==> src/rtl/run_detect_pkg.sv <==
`default_nettype none
// ============================================================================
// Module   : run_detect_pkg
// Purpose  : Shared types, width limits and the saturating-increment helper
//            for the run_detect_sched time-multiplexed run detector.
// Revision : 1.0 - initial release
// ============================================================================
package run_detect_pkg;

  // Default run-count width; channel count is bounded at 16, counts at 16 bits
  localparam int CNT_W_DEF = 4;
  localparam int CNT_W_MAX = 16;
  localparam int CH_W_MAX  = 4;

  // Detect event record, sized for the largest supported configuration
  typedef struct packed {
    logic [CH_W_MAX-1:0]  ch;
    logic [CNT_W_MAX-1:0] count;
  } det_evt_t;

  // Increment that sticks at max_v instead of wrapping
  function automatic logic [CNT_W_MAX-1:0] sat_inc(
    input logic [CNT_W_MAX-1:0] v,
    input logic [CNT_W_MAX-1:0] max_v
  );
    return (v >= max_v) ? max_v : (v + CNT_W_MAX'(1));
  endfunction

endpackage
`default_nettype wire

==> src/rtl/run_detect_sched_if.sv <==
`default_nettype none
// ============================================================================
// Module   : run_detect_sched_if
// Purpose  : Requester / event-consumer bundle for run_detect_sched. The
//            master side drives requests and accepts events; the slave side
//            is the scheduler itself.
// Revision : 1.0 - initial release
// ============================================================================
interface run_detect_sched_if #(
  parameter int NUM_CH = 4,
  parameter int CNT_W  = run_detect_pkg::CNT_W_DEF
);
  localparam int CH_W = $clog2(NUM_CH);

  logic [CNT_W-1:0]  threshold;
  logic [NUM_CH-1:0] req_valid;
  logic [NUM_CH-1:0] req_data;
  logic [NUM_CH-1:0] req_ready;
  logic              det_valid;
  logic [CH_W-1:0]   det_ch;
  logic [CNT_W-1:0]  det_count;
  logic              det_ready;
  logic [NUM_CH-1:0] run_active;

  modport master (
    output threshold, req_valid, req_data, det_ready,
    input  req_ready, det_valid, det_ch, det_count, run_active
  );

  modport slave (
    input  threshold, req_valid, req_data, det_ready,
    output req_ready, det_valid, det_ch, det_count, run_active
  );

endinterface
`default_nettype wire

==> src/rtl/run_count_core.sv <==
`default_nettype none
// ============================================================================
// Module   : run_count_core
// Purpose  : Shared run-length datapath. Given the restored count of the
//            granted channel and its new bit, produce the updated count and
//            flag the first crossing above the threshold.
// Revision : 1.0 - initial release
// ============================================================================
module run_count_core
  import run_detect_pkg::*;
#(
  parameter int CNT_W = CNT_W_DEF
) (
  input  logic [CNT_W-1:0] old_i,
  input  logic             bit_i,
  input  logic [CNT_W-1:0] threshold_i,
  output logic [CNT_W-1:0] new_o,
  output logic             fire_o
);

  localparam logic [CNT_W_MAX-1:0] C_CNT_MAX = CNT_W_MAX'((1 << CNT_W) - 1);

  logic [CNT_W_MAX-1:0] w_inc;
  logic                 w_inc_hi_unused;

  // The helper works at the package's maximum width; only the low CNT_W
  // bits carry the result because the saturation point fits in CNT_W.
  assign w_inc           = sat_inc(CNT_W_MAX'(old_i), C_CNT_MAX);
  assign w_inc_hi_unused = ^w_inc;

  // A zero bit ends the run; a one bit extends it
  assign new_o  = bit_i ? w_inc[CNT_W-1:0] : '0;

  // Fire only on the crossing, so a run produces at most one event
  assign fire_o = (old_i <= threshold_i) && (new_o > threshold_i);

endmodule
`default_nettype wire

==> src/rtl/run_detect_sched.sv <==
`default_nettype none
// ============================================================================
// Module   : run_detect_sched
// Purpose  : Round-robin scheduler sharing one run counter among NUM_CH
//            serial requesters, with per-channel saved context and a single
//            registered detect-event output.
// Revision : 1.0 - initial release
// ============================================================================
module run_detect_sched
  import run_detect_pkg::*;
#(
  parameter int NUM_CH = 4,
  parameter int CNT_W  = CNT_W_DEF
) (
  input  logic               clk,
  input  logic               rst,
  run_detect_sched_if.slave  bus
);

  localparam int              CH_W       = $clog2(NUM_CH);
  localparam logic [CH_W-1:0] C_LAST_RST = CH_W'(NUM_CH - 1);

  logic [CNT_W-1:0]  r_ctx_q [NUM_CH];
  logic [CH_W-1:0]   r_last_q;
  logic              r_det_valid_q;
  det_evt_t          r_evt_q;
  det_evt_t          w_evt_d;
  logic              w_evt_unused;

  logic              w_stall;
  logic              w_found;
  logic              w_xfer;
  logic [CH_W-1:0]   w_gnt_idx;
  logic [CNT_W-1:0]  w_old;
  logic [CNT_W-1:0]  w_new;
  logic              w_bit;
  logic              w_fire;

  // A pending event the consumer is not taking blocks all new grants
  assign w_stall = r_det_valid_q & ~bus.det_ready;

  // Round-robin search starting one past the last granted channel
  always_comb begin
    int              idx;
    logic [CH_W-1:0] idx_c;
    w_found   = 1'b0;
    w_gnt_idx = '0;
    idx       = 0;
    idx_c     = '0;
    for (int k = 1; k <= NUM_CH; k++) begin
      idx   = (int'(r_last_q) + k) % NUM_CH;
      idx_c = CH_W'(idx);
      if (!w_found && bus.req_valid[idx_c]) begin
        w_found   = 1'b1;
        w_gnt_idx = idx_c;
      end
    end
  end

  assign w_xfer        = w_found & ~w_stall;
  assign bus.req_ready = w_xfer ? (NUM_CH'(1) << w_gnt_idx) : '0;

  // Restore the granted channel's context into the shared core
  assign w_old = r_ctx_q[w_gnt_idx];
  assign w_bit = bus.req_data[w_gnt_idx];

  run_count_core #(
    .CNT_W (CNT_W)
  ) u_core (
    .old_i       (w_old),
    .bit_i       (w_bit),
    .threshold_i (bus.threshold),
    .new_o       (w_new),
    .fire_o      (w_fire)
  );

  assign w_evt_d.ch    = CH_W_MAX'(w_gnt_idx);
  assign w_evt_d.count = CNT_W_MAX'(w_new);

  assign bus.det_valid = r_det_valid_q;
  assign bus.det_ch    = r_evt_q.ch[CH_W-1:0];
  assign bus.det_count = r_evt_q.count[CNT_W-1:0];
  // Upper struct bits exist only for wider configurations
  assign w_evt_unused  = ^r_evt_q;

  // Run-active level per channel tracks the live threshold
  generate
    for (genvar i = 0; i < NUM_CH; i++) begin : g_run_active
      assign bus.run_active[i] = (r_ctx_q[i] > bus.threshold);
    end
  endgenerate

  // Context write-back, arbiter pointer and the single-entry event register
  always_ff @(posedge clk) begin
    if (rst) begin
      for (int i = 0; i < NUM_CH; i++) begin
        r_ctx_q[i] <= '0;
      end
      r_last_q      <= C_LAST_RST;
      r_det_valid_q <= 1'b0;
      r_evt_q       <= '0;
    end else begin
      if (w_xfer) begin
        r_ctx_q[w_gnt_idx] <= w_new;
        r_last_q           <= w_gnt_idx;
      end
      // A new event may replace one being accepted this cycle without a gap
      if (w_xfer && w_fire) begin
        r_det_valid_q <= 1'b1;
        r_evt_q       <= w_evt_d;
      end else if (r_det_valid_q && bus.det_ready) begin
        r_det_valid_q <= 1'b0;
      end
    end
  end

endmodule
`default_nettype wire
==> src/flat_wrapper.sv <==
// flat-port wrapper written by rule: the top's interface ports become plain ports
module run_detect_sched_flat import run_detect_pkg::*;
#(
  parameter int NUM_CH = 4,
  parameter int CNT_W  = CNT_W_DEF
)
  (clk, rst, bus_threshold, bus_req_valid, bus_req_data, bus_det_ready, bus_req_ready, bus_det_valid, bus_det_ch, bus_det_count, bus_run_active);
  run_detect_sched_if #(.NUM_CH(NUM_CH), .CNT_W(CNT_W)) bus_i ();
  input  logic clk;
  input  logic rst;
  input wire logic [$bits(bus_i.threshold)-1:0] bus_threshold;
  input wire logic [$bits(bus_i.req_valid)-1:0] bus_req_valid;
  input wire logic [$bits(bus_i.req_data)-1:0] bus_req_data;
  input wire logic [$bits(bus_i.det_ready)-1:0] bus_det_ready;
  output wire logic [$bits(bus_i.req_ready)-1:0] bus_req_ready;
  output wire logic [$bits(bus_i.det_valid)-1:0] bus_det_valid;
  output wire logic [$bits(bus_i.det_ch)-1:0] bus_det_ch;
  output wire logic [$bits(bus_i.det_count)-1:0] bus_det_count;
  output wire logic [$bits(bus_i.run_active)-1:0] bus_run_active;
  assign bus_i.threshold = bus_threshold;
  assign bus_i.req_valid = bus_req_valid;
  assign bus_i.req_data = bus_req_data;
  assign bus_i.det_ready = bus_det_ready;
  assign bus_req_ready = bus_i.req_ready;
  assign bus_det_valid = bus_i.det_valid;
  assign bus_det_ch = bus_i.det_ch;
  assign bus_det_count = bus_i.det_count;
  assign bus_run_active = bus_i.run_active;
  run_detect_sched #(.NUM_CH(NUM_CH), .CNT_W(CNT_W)) u_core (.clk(clk), .rst(rst), .bus(bus_i));
endmodule
==> config.mk <==
export PLATFORM = sky130hd
export DESIGN_NAME = run_detect_sched_flat
export DESIGN_NICKNAME = d
export VERILOG_FILES = /design/src/rtl/run_detect_pkg.sv /design/src/rtl/run_detect_sched_if.sv /design/src/rtl/run_count_core.sv /design/src/rtl/run_detect_sched.sv /design/src/flat_wrapper.sv
export SDC_FILE = /design/constraint.sdc
export NUM_CORES = 1
export LEC_CHECK = 0
export CORE_MARGIN = 4
export CORE_UTILIZATION = 57
export CTS_BUF_LIST = sky130_fd_sc_hd__clkbuf_4 sky130_fd_sc_hd__clkbuf_8
export CTS_CLUSTER_SIZE = 16
export DETAILED_ROUTE_END_ITERATION = 10
export PLACE_DENSITY = 0.83
export SETUP_SLACK_MARGIN = 0.2
export SLEW_MARGIN = 25
export SYNTH_ARGS = -nofsm -noshare
export SYNTH_HDL_FRONTEND = slang
export SYNTH_SLANG_ARGS = --single-unit
==> constraint.sdc <==
create_clock -name clk -period 6.5 [get_ports clk]
set_input_delay 1.95 -clock clk [delete_from_list [all_inputs] [get_ports clk]]
set_output_delay 1.95 -clock clk [all_outputs]
set_load 0.01 [all_outputs]
==> flow_summary.json, run 1 <==
{
  "status": "complete, no violations",
  "powerDensity_mw_per_mm2": 282,
  "clock_path_buffers": 2,
  "p_int_uw": 421,
  "regArea_um2": 661,
  "hold_viol_final": 0,
  "clkSinkCount": 25,
  "place.gp.congestion": 1.01,
  "worstMarginPinSlew_ps": 706,
  "die_h_um": 69.3,
  "overflow": 0,
  "dieArea_mm2": 0.00481,
  "maxCapViolCount": 0,
  "slew_headroom_pct": 52.9,
  "antenna_found_initial": 0,
  "grt_max_degree": 21,
  "ioPinCount": 30,
  "drt_iter0_drc": 87,
  "remaining_drc_errors": 0,
  "crit_required_ps": 4550,
  "cts_root_buf": "clkbuf_8",
  "final_antenna_net_count": 0,
  "yosysWarnings": 0,
  "syn_area_mm2": 0.00214,
  "core_area_mm2": 0.00366,
  "path_class": "input port to primary output",
  "setup_tns_ps": 0,
  "vias": 1927,
  "antenna_cells": 0,
  "crit_arrival_ps": 4140,
  "hold_class": "flop to flop",
  "max_freq_ghz": 0.164,
  "p_clk_share_pct": 13.2,
  "dp_hpwl_um": 4300,
  "grt_pass1_wl_um": 8920,
  "period_needed_ps": 6090,
  "wl_per_cell_um": 18.1,
  "cts_tree": "built",
  "synth-async-reset-ratio_pct": 0,
  "post_cts_buffers": 0,
  "finalSetupViolCount": 0,
  "switchingPower_uw": 298,
  "rrSetupSlack_ps": 2480,
  "p_seq_share_pct": 32.1,
  "area_growth_pct": 18.8,
  "skew_ps": 1.37,
  "synth_flop_cell": "edfxtp_1",
  "port_buffers": 29,
  "fillers": 293,
  "final_cell_mix": "clkdlybuf4s50_1 (29), ha_1 (25), nand2_1 (16), edfxtp_1 (16), nor2_1 (15)",
  "syn_nets": 264,
  "insertion_delay_ps": 270,
  "ys_ff_latch": 25,
  "ys_seq_area_share_pct": 30.8,
  "grt_pass1_vias": 1863,
  "p_leak_nw": 1.03,
  "initial_utilization_pct": 58.6,
  "die_x_um": 69.3,
  "rsz0062_at_grt": "no",
  "cts_hold_buf": 0,
  "layout.nets": 297,
  "ctsHtreeMaxLevel": 1,
  "layout_commonest_cell": "clkdlybuf4s50_1",
  "syn_inst": 224,
  "synth_edf_count": 16,
  "avgSynthCellArea_um2": 9.57,
  "grt_usage_pct": 22.5,
  "cts_made_buffers": 3,
  "via_per_inst": 6.34,
  "start_kind": "input port",
  "swShare_pct": 41.4,
  "power_frac_comb_pct": 54.7,
  "post_synth_num_cell_types": 52,
  "drive_gt1_share_pct": 12.5,
  "wl_um": 5510,
  "drt_first_pass_iters": 5,
  "cp-end-kind": "primary output",
  "clkTransAtPathRegs_ps": 90,
  "total_power_uw": 718,
  "irDropWorstVdd_v": 0.000219,
  "cp_max_fo": 6,
  "row_count": 22,
  "cts-resized-gates": 0,
  "drv_slew": 0,
  "multi_input_area_mm2": 0.00140,
  "finalCritPeriodShare_pct": 93.8
}
[worst max-delay path: stages]
cell             delay, ps
clkdlybuf4s50_1        500
nor2b_4                170
o21a_1                 240
or3_1                  500
nor2_1                 210
clkdlybuf4s50_1        570
[per-stage QoR]
step	instances	hold WS (ps)	worst slack [ps]	utilization, %	cell area (um2)
after detailed placement	300	470	430	68.3	2500
after global routing	304	510	203	69.6	2550
after CTS	304	488	416	69.6	2550
after global placement	300	470	455	68.3	2500
final	304	484	406	69.6	2550
after floorplan	224	499	910	-	2140
[layer usage]
metal / track usage, % / vias to the layer above / part of all wire [%] / wire length, um
li1: - / 907 / - / -
met1: 29.5 / 902 / 42 / 2330
met2: 36.7 / 98 / 47 / 2610
met3: 3.04 / 20 / 6.7 / 370
met4: 10.4 / 0 / 3.6 / 199
met5: 0 / - / 0 / 0
[flip-flops by register name, indices dropped and copies added, names as in the netlist]
signal / flops
u_core.bus.det_ch: 2
u_core.bus.det_valid: 1
u_core.bus.det_count: 4
u_core.r_last_q: 2
u_core.r_ctx_q: 16
[cells in the mapped netlist (2+ instances only)]
library cell,instances,share of area [%]
a21oi_1,9,2.1
a221oi_2,2,1.4
a31oi_1,2,0.58
a41oi_1,4,1.6
and2_1,2,0.58
and3_1,2,0.58
buf_2,2,0.47
buf_6,2,1.1
clkbuf_1,3,0.53
dfxtp_1,9,8.4
edfxtp_1,16,22
ha_1,25,15
inv_1,10,1.8
mux2i_1,13,6.1
mux4_2,2,2.1
nand2_1,16,2.8
nand2b_1,12,3.5
nand3_1,5,1.2
nand4_1,2,0.58
nor2_1,15,2.6
nor2b_1,8,2.3
nor3_1,6,1.4
nor3_2,5,2.3
nor4_1,4,1.2
nor4_2,2,1.2
o21a_1,6,2.1
o21ai_0,8,1.9
o32ai_1,2,0.82
o41ai_1,2,0.82
or2_2,4,1.2
or3_1,3,0.88
[power by group through the flow]
stage          logic [mW]  registers, mW  clock network [mW]
5_1_grt             0.423          0.232              0.0996
3_3_place_gp        0.375          0.231                   0
6_report            0.393          0.231              0.0945
3_5_place_dp        0.384          0.233                   0
4_1_cts             0.387          0.229              0.0932
2_1_floorplan       0.251          0.228                   0
[layout make-up]
class,count,area share (%)
Clock inverter,1,0.295
Timing Repair Buffer,36,13.5
Multi-Input combinational cell,181,54.9
Sequential cell,25,25.9
Clock buffer,3,1.62
Inverter,10,1.47
Tap cell,48,2.36
[cell families after synthesis]
kind of cell / Yosys count / synth area share (%)
AO/OA/AOI/OAI: 48 / 16.8
adder cells (fa/ha/maj): 25 / 14.6
buffers and inverters: 18 / 3.97
flip-flops: 25 / 30.8
multiplexers: 16 / 8.69
AND/OR/NAND/NOR: 92 / 25.1
[path summary, 6_finish.rpt]
check,startpoint,to,cells after the start
max,bus_req_valid[3],bus_req_ready[2],6
min,u_core.bus.det_ch[1]$_SDFFE_PP0P_,u_core.bus.det_ch[1]$_SDFFE_PP0P_,2
max reg2reg,u_core.r_last_q[1]$_SDFFE_PP1P_,u_core.bus.det_count[1]$_SDFFE_PP0P_,15
min reg2reg,u_core.bus.det_ch[1]$_SDFFE_PP0P_,u_core.bus.det_ch[1]$_SDFFE_PP0P_,2
Power figures use the tool's default switching activity.
==> inputs of run 2 (changes only) <==
Settings changed: GPL_TIMING_DRIVEN set to 0.
==> run 2 against run 1 <==
  * Fmax shrank 2.1%
  * Design area grew 3.4%
  * First-iteration DRC count grew 53%
  * Largest power group unchanged
==> flow_summary.json, run 2 (synthesized netlist as in run 1, its figures left out) <==
{
  "status": "complete, no violations",
  "largest_reg_flops": 16,
  "finalCritPeriodShare_pct": 95.8,
  "setup_tns_ps": 0,
  "max_freq_ghz": 0.161,
  "hold_viol_final": 0,
  "rsz0062_at_grt": "yes",
  "grt_pass1_wl_um": 8710,
  "wl_um": 5420,
  "m1WireLength_um": 2320,
  "slew_headroom_pct": 55.4,
  "wl_per_cell_um": 17.6,
  "antenna_found_initial": 0,
  "dp_hpwl_um": 4040,
  "period_needed_ps": 6220,
  "hold_class": "flop to flop",
  "fillers": 289,
  "start_kind": "input port",
  "crit_required_ps": 4550,
  "antenna_cells": 0,
  "p_leak_nw": 1.05,
  "clock_path_buffers": 2,
  "total_power_uw": 749,
  "top_register": "u_core.r_ctx_q",
  "drv_slew": 0,
  "final_cell_mix": "clkdlybuf4s50_1 (28), ha_1 (25), nand2_1 (16), edfxtp_1 (16), nor2_1 (15)",
  "cts_hold_buf": 0,
  "cts_tree": "built",
  "core_area_mm2": 0.00366,
  "insertion_delay_ps": 270,
  "area_growth_pct": 22.9,
  "via_per_inst": 6.30,
  "cts_made_buffers": 3,
  "dieArea_mm2": 0.00481,
  "critPathMaxStageDelay_ps": 580,
  "overflow": 0,
  "crit_chain": "clkdlybuf4s50_1, o21ai_1, o221a_2, buf_4, buf_4, nand2_1, nor2_1, clkdlybuf4s50_1",
  "layout_commonest_cell": "clkdlybuf4s50_1",
  "post-route-util_pct": 72.0,
  "worstMarginPinSlew_ps": 660,
  "clkSinkCount": 25,
  "place.gp.congestion": 0.861,
  "ctsHtreeMaxLevel": 1,
  "remaining_drc_errors": 0,
  "finalSetupViolCount": 0,
  "initial_utilization_pct": 58.6,
  "vias": 1946,
  "top_layer": "met4",
  "multi_input_area_mm2": 0.00145,
  "ioPinCount": 30,
  "cp-end-kind": "primary output",
  "crit_arrival_ps": 4270,
  "grt_max_degree": 16,
  "clkTransAtPathRegs_ps": 80,
  "grt_pass1_vias": 1823,
  "path_class": "input port to primary output",
  "layout.nets": 302,
  "irDropWorstVdd_v": 0.000208,
  "placed_cell_area_mm2": 0.00249,
  "drive_gt1_share_pct": 14.9,
  "drt_iter0_drc": 133,
  "row_count": 22,
  "skew_ps": 7.69,
  "die_x_um": 69.3,
  "cp_max_fo": 10,
  "cts_root_buf": "clkbuf_8",
  "wl_met3_um": 352,
  "powerDensity_mw_per_mm2": 284,
  "final_antenna_net_count": 0,
  "drt_first_pass_iters": 5,
  "grt_usage_pct": 22.5,
  "die_h_um": 69.3,
  "maxCapViolCount": 0,
  "port_buffers": 29,
  "final_area_mm2": 0.00264,
  "cp_slowest_cell": "clkdlybuf4s50_1",
  "wl_met2_um": 2630,
  "regArea_um2": 661
}
-- run 2: cell type report --
class / instances / share of cell area (%)
Buffer: 8 / 2.18
Clock buffer: 3 / 1.57
Clock inverter: 1 / 0.285
Inverter: 10 / 1.42
Multi-Input combinational cell: 181 / 55.0
Sequential cell: 25 / 25.1
Tap cell: 48 / 2.28
Timing Repair Buffer: 33 / 12.2
-- run 2: metal layers --
layer,vias to the layer above,global-route usage (%)
li1,921,-
met1,914,30.6
met2,96,35.0
met3,15,3.48
met4,0,10.4
met5,-,0
-- run 2: final timing paths --
kind                                        start                                   end  slack, ps  cells past startpoint
max                              bus_req_valid[0]                      bus_req_ready[2]        280                      8
min          u_core.bus.det_count[1]$_SDFFE_PP0P_  u_core.bus.det_count[1]$_SDFFE_PP0P_        490                      2
max reg2reg       u_core.r_last_q[1]$_SDFFE_PP1P_  u_core.bus.det_count[3]$_SDFFE_PP0P_       2270                     18
min reg2reg  u_core.bus.det_count[1]$_SDFFE_PP0P_  u_core.bus.det_count[1]$_SDFFE_PP0P_        490                      2
-- run 2: worst max-delay path: cells and delay by family --
kind	cells	cell delay [ps]
AO/OA/AOI/OAI	2	520
AND/OR/NAND/NOR	2	330
buffers and inverters	4	1470
-- run 2: report_power, final --
| group | switching [mW] | internal (mW) | total (mW) |
|---|---|---|---|
| Combinational | 0.228 | 0.197 | 0.425 |
| Clock | 0.0507 | 0.0435 | 0.0942 |
| Sequential | 0.0267 | 0.203 | 0.230 |
-- run 2: metrics by stage --
step | setup slack (ps) | instances | hold slack, ps
floorplan | 910 | 224 | 499
global placement | -289 | 301 | 481
detailed placement | -295 | 301 | 485
CTS | 213 | 305 | 504
global route | 136 | 309 | 521
finish | 275 | 309 | 494
-- run 2: timing repair --
item                                   in CTS  in global routing
setup buffers                               0                  4
endpoints found under the hold margin       0                  0
setup endpoints to repair                   9                  9
resized for setup                           5                  9
pin swaps                                   0                  2
cloned                                      0                  0
